### src/rtl/bcd_counter_mux.sv
// Multi-digit BCD up/down counter with a programmable prescaler and a scanned
// seven-segment driver. The display scan runs on clk whether or not counting is enabled.
module bcd_counter_mux #(
  parameter int                    DIGITS     = 4,
  parameter int                    PRESCALE_W = 24,
  parameter logic [PRESCALE_W-1:0] MAX_COUNT  = 24'd9_999_999,
  parameter int                    SCAN_W     = 12
) (
  input  logic                  clk,
  input  logic                  reset,
  input  logic                  enable,
  input  logic                  up_down,
  input  logic                  clear,
  input  logic                  load,
  input  logic [4*DIGITS-1:0]   load_value,
  input  logic [7:0]            compare_in,
  input  logic                  blank_lz,
  output logic [4*DIGITS-1:0]   count_bcd,
  output logic                  tick,
  output logic                  wrap,
  output logic [6:0]            segments,
  output logic [DIGITS-1:0]     digit_sel
);

  localparam int IDX_W = (DIGITS > 1) ? $clog2(DIGITS) : 1;
  localparam logic [IDX_W-1:0]  LAST_IDX = IDX_W'(DIGITS - 1);
  localparam logic [DIGITS-1:0] SEL_ONE  = DIGITS'(1);

  logic [PRESCALE_W-1:0]  prescaler;
  logic [PRESCALE_W-1:0]  compare;
  logic [17:0]            compare_scaled;
  logic [DIGITS-1:0][3:0] digits;
  logic [DIGITS-1:0][3:0] digits_step;
  logic [DIGITS-1:0][3:0] digits_load;
  logic                   chain;
  logic                   step_wrap;
  logic [DIGITS-1:0]      lz;
  logic                   lz_run;
  logic [SCAN_W-1:0]      scan_cnt;
  logic [IDX_W-1:0]       scan_idx;
  logic [3:0]             cur_digit;
  logic                   cur_blank;

  function automatic logic [6:0] seg_decode(input logic [3:0] d);
    logic [6:0] s;
    case (d)
      4'd0:    s = 7'h3F;
      4'd1:    s = 7'h06;
      4'd2:    s = 7'h5B;
      4'd3:    s = 7'h4F;
      4'd4:    s = 7'h66;
      4'd5:    s = 7'h6D;
      4'd6:    s = 7'h7D;
      4'd7:    s = 7'h07;
      4'd8:    s = 7'h7F;
      4'd9:    s = 7'h6F;
      default: s = 7'h00;
    endcase
    return s;
  endfunction

  assign count_bcd      = digits;
  assign compare_scaled = {compare_in, 10'b0};

  always_comb begin
    compare = (compare_in == 8'd0) ? MAX_COUNT : PRESCALE_W'(compare_scaled);
  end

  // Ripple carry/borrow: chain stays high while every lower digit rolled over,
  // so a chain still high past the top digit means the full range wrapped.
  always_comb begin
    chain       = 1'b1;
    digits_step = digits;
    for (int k = 0; k < DIGITS; k++) begin
      if (chain) begin
        if (up_down) begin
          if (digits[k] >= 4'd9) begin
            digits_step[k] = 4'd0;
          end else begin
            digits_step[k] = digits[k] + 4'd1;
            chain          = 1'b0;
          end
        end else begin
          if (digits[k] == 4'd0) begin
            digits_step[k] = 4'd9;
          end else begin
            digits_step[k] = digits[k] - 4'd1;
            chain          = 1'b0;
          end
        end
      end
    end
    step_wrap = chain;
  end

  always_comb begin
    digits_load = '0;
    for (int k = 0; k < DIGITS; k++) begin
      digits_load[k] = (load_value[4*k +: 4] > 4'd9) ? 4'd0 : load_value[4*k +: 4];
    end
  end

  // lz[k] is set when digit k and every digit above it are zero.
  always_comb begin
    lz_run = 1'b1;
    lz     = '0;
    for (int k = DIGITS - 1; k >= 0; k--) begin
      lz_run = lz_run && (digits[k] == 4'd0);
      lz[k]  = lz_run;
    end
  end

  always_ff @(posedge clk) begin
    if (reset) begin
      prescaler <= '0;
      digits    <= '0;
      tick      <= 1'b0;
      wrap      <= 1'b0;
    end else if (clear) begin
      prescaler <= '0;
      digits    <= '0;
      tick      <= 1'b0;
      wrap      <= 1'b0;
    end else if (load) begin
      prescaler <= '0;
      digits    <= digits_load;
      tick      <= 1'b0;
      wrap      <= 1'b0;
    end else if (enable) begin
      // >= rather than == so lowering compare_in mid-count terminates at once.
      if (prescaler >= compare) begin
        prescaler <= '0;
        digits    <= digits_step;
        tick      <= 1'b1;
        wrap      <= step_wrap;
      end else begin
        prescaler <= prescaler + PRESCALE_W'(1);
        tick      <= 1'b0;
        wrap      <= 1'b0;
      end
    end else begin
      tick <= 1'b0;
      wrap <= 1'b0;
    end
  end

  assign cur_digit = digits[scan_idx];
  assign cur_blank = blank_lz && (scan_idx != '0) && lz[scan_idx];

  always_ff @(posedge clk) begin
    if (reset) begin
      scan_cnt  <= '0;
      scan_idx  <= '0;
      digit_sel <= SEL_ONE;
      segments  <= 7'h3F;
    end else begin
      scan_cnt <= scan_cnt + SCAN_W'(1);
      if (&scan_cnt) begin
        scan_idx <= (scan_idx == LAST_IDX) ? '0 : scan_idx + IDX_W'(1);
      end
      // Select and pattern come from the same index so they never disagree.
      digit_sel <= SEL_ONE << scan_idx;
      segments  <= cur_blank ? 7'h00 : seg_decode(cur_digit);
    end
  end

endmodule

### config.mk
export PLATFORM = sky130hd
export DESIGN_NAME = bcd_counter_mux
export DESIGN_NICKNAME = d
export VERILOG_FILES = /design/src/rtl/bcd_counter_mux.sv
export SDC_FILE = /design/constraint.sdc
export NUM_CORES = 1
export LEC_CHECK = 0
export CAP_MARGIN = 20
export CORE_UTILIZATION = 34
export CTS_BUF_LIST = sky130_fd_sc_hd__clkbuf_2
export DETAILED_ROUTE_END_ITERATION = 12
export PLACE_DENSITY = 0.65
export SYNTH_ARGS = -nofsm -noshare
export SYNTH_HDL_FRONTEND = slang
export SYNTH_SLANG_ARGS = --single-unit
### constraint.sdc
create_clock -name clk -period 9.6 [get_ports clk]
set_input_delay 0.96 -clock clk [delete_from_list [all_inputs] [get_ports clk]]
set_output_delay 0.96 -clock clk [all_outputs]
set_load 0.05 [all_outputs]
==> impl_metrics.ini <==
[outcome]
status = finished, final reports clean

[synth]
yosysWarningCount = 0
syn_inst = 568
avgSynthCellArea_um2 = 7.871
synth_cell_types = 58
synth.largest_area_cell = dfxtp_1
syn-cell-area_um2 = 4471
ys_seq_area_frac = 0.3000
synth-seq-cells = 67
synth_top_flop_cell = dfxtp_1
async_reset_ff_frac = 0
synth-edff-count = 0
syn_nets = 640
yosysTopAreaCellShare = 0.3000
ys_top_cells_by_area = dfxtp_1 (30%), ha_1 (11%), nor2_1 (7.3%), o21ai_0 (3.9%), xor2_1 (3.9%)

[die]
die-area_um2 = 13610
coreArea_um2 = 12720
start_util = 0.3514
rows = 41
die-width_um = 116.7
dieHeight_um = 116.7
io_pins = 60

[setup_path]
cp.required_ps = 9980
crit_buf_inv = 2
startpoint = compare_in[4]
path_class = in2reg
cp-end-kind = flop
slowest_stage = nand2_1
r2r_start = prescaler[14]$_SDFFE_PP0P_
crit_fanout = 21
timing.critical_path.cells = clkdlybuf4s50_1, or4_1, nor2_1, inv_1, ha_1, or4b_4, nor4_4, a211o_4, nand2_4, nand2_1, nor2_1
crit_path_start_kind = primary input
max_stage_delay_ps = 570
critical_path.top_delay_family = simple AND/OR/NAND/NOR gates
cp.arrival_ps = 4650
critPathMostFrequentCell = nor2_1

[pwr]
leakagePower_nw = 2.005
totalPowerFinal_uw = 568.8
power_density_nw_per_um2 = 106.8
vdd_ir_drop_max_uv = 43.17

[clock_tree]
htreeDepth = 3
cts_root_buffer = clkbuf_2
numCtsBuffers = 9
clk_pin_slew_worst_paths_ps = 230
cts_buffer_depth = 2
hold_buffers = 0
clock-sinks = 67
cts-resized-gates = 0
insertion_delay_ps = 510
post-cts-setup-buffers = 0
cts_tree = yes

[drt]
drc = 0
wl_per_cell_um = 13.48
vias = 4135
drtIter0Drc = 270
totalWireLength_um = 10660
antenna_left = 0
via_per_inst = 5.228
first_pass_iters = 5

[place]
gp_congestion = 0.8318
io_buffers = 59
dpl.hpwl_um = 8018

[sta]
drv_slew = 0
hold_viol_final = 0
fin_tns_setup_ps = 0
period_share = 0.4449
tightest_slew_ps = 959.9
fmax_mhz = 234.1
finalSetupViolations = 0
finalClockSkew_ps = 50.42
rsz0062_at_grt = false
slew_headroom = 0.3581
period_needed_ps = 4271

[grt]
antenna_found_initial = 0
grt_max_degree = 48
grt_pass1_wl_um = 17930
grt_util_all_layers = 0.1654
grt_pass1_vias = 3813
overflow = 0

[finish]
nets = 686
drive_gt1_frac = 0.06139
ff_latch_area_um2 = 1341
multiInputGateArea_um2 = 2893
areaGrowthSynthToFinish_pct = 19.09
fin_util = 0.4185
antenna_cells = 0
num-fill-cells = 1309

[min_path]
min_from = scan_cnt[0]$_SDFF_PP0_
min_path_type = reg2reg

[job]
drv_cap = 0
-- state kept, by name (all words and copies together), names as in the netlist --
| name | flops |
|---|---|
| digit_sel | 4 |
| scan_idx | 2 |
| prescaler | 24 |
| tick | 1 |
| segments | 7 |
| scan_cnt | 12 |
| count_bcd | 16 |
| wrap | 1 |
-- power by group --
group / total, mW / switching, mW / internal, mW
Clock: 0.201 / 0.113 / 0.0881
Combinational: 0.0798 / 0.0463 / 0.0335
Sequential: 0.288 / 0.00568 / 0.283
-- path summary, 6_finish.rpt --
check                               endpoint  cells after the start  slack (ps)
hold / removal        scan_cnt[0]$_SDFF_PP0_                      1         460
setup reg to reg   prescaler[3]$_SDFFE_PP0P_                      8        6820
setup / recovery  prescaler[19]$_SDFFE_PP0P_                     11        5330
hold reg to reg       scan_cnt[0]$_SDFF_PP0_                      1         460
-- cells in the final DEF, fill, tap and decap left out, types with 2 or more instances in the layout --
cell type | netlist | routed
nor2_1 | 87 | 87
dfxtp_1 | 67 | 67
clkdlybuf4s50_1 | 0 | 59
ha_1 | 41 | 41
inv_1 | 35 | 35
o21ai_0 | 35 | 35
nand2_1 | 35 | 35
nand3_1 | 29 | 29
a21oi_1 | 29 | 29
xor2_1 | 20 | 20
nor3_1 | 19 | 19
xnor2_1 | 13 | 13
a31oi_1 | 10 | 10
nand4_1 | 10 | 10
clkbuf_2 | 0 | 9
nand2b_1 | 8 | 8
a211oi_1 | 8 | 8
or2_2 | 8 | 8
and3_1 | 7 | 7
mux2i_1 | 6 | 6
o22ai_1 | 6 | 6
o21bai_1 | 6 | 6
or3_1 | 5 | 5
o211ai_1 | 5 | 5
nor2b_1 | 5 | 5
or4_1 | 4 | 4
mux4_2 | 4 | 4
o31ai_1 | 4 | 4
and4_1 | 3 | 3
a311oi_1 | 3 | 3
nor4_1 | 3 | 3
clkinv_4 | 0 | 3
a21o_1 | 2 | 2
o32ai_1 | 2 | 2
nand3b_1 | 2 | 2
bufinv_16 | 0 | 2
-- stage by stage --
stage	hold slack (ps)	instances	cell area, um2	setup WS [ps]
final	460.9	791	5324	5329
after CTS	465.9	791	5324	5330
after floorplan	417.5	568	4471	5698
after global routing	476.7	791	5324	5031
after global placement	431.2	775	5179	4885
after detailed placement	437.1	775	5179	4762
-- worst register-to-register path: cells and delay by family (launching register included) --
kind                       cells  cell delay (ps)
adders and majority gates      1              290
AOI/OAI and AO/OA              5             1360
and+or+nand+nor                2              600
DFF                            1              460
-- cells in the mapped netlist, types with 2 or more instances --
master	n
o21ai_0	35
dfxtp_1	67
and4_1	3
nor2_1	87
a311oi_1	3
a211oi_1	8
mux2i_1	6
a21oi_1	29
nand2_1	35
xor2_1	20
nor3_1	19
or2_2	8
a21o_1	2
mux4_2	4
buf_2	3
or3_1	5
nand4_1	10
o21bai_1	6
inv_1	35
nand3b_1	2
and3_1	7
or4_1	4
o211ai_1	5
nor4_1	3
o31ai_1	4
xnor2_1	13
buf_1	2
nand2b_1	8
o22ai_1	6
o32ai_1	2
clkbuf_1	18
buf_4	2
ha_1	41
nand3_1	29
nor2b_1	5
a31oi_1	10
-- cells by family (layout without fill, tap and decap cells) --
logic type,Yosys count,after routing,synth area share
buf+inv,60,111,0.05290
simple gates,233,233,0.2550
mux,11,11,0.03611
xor+xnor,33,33,0.06465
fa+ha+maj,41,41,0.1147
flops,67,67,0.3000
compound gates,123,123,0.1766
-- layer usage --
metal,global-route usage,up-vias,wire [um]
met3,0.02543,12,535
met1,0.2284,1908,5148
li1,-,2103,-
met2,0.2596,112,4833
met5,0,-,0
met4,0.06160,0,146
-- layout make-up --
| type | instances | area share |
|---|---|---|
| clock buffer | 9 | 0.008461 |
| clock inverter | 7 | 0.01880 |
| inverter | 35 | 0.02468 |
| multi-input combinational | 441 | 0.5434 |
| sequential | 67 | 0.2519 |
| tap | 172 | 0.04042 |
| timing repair buffer | 60 | 0.1123 |
No activity file was read; power rests on OpenSTA's default activity.
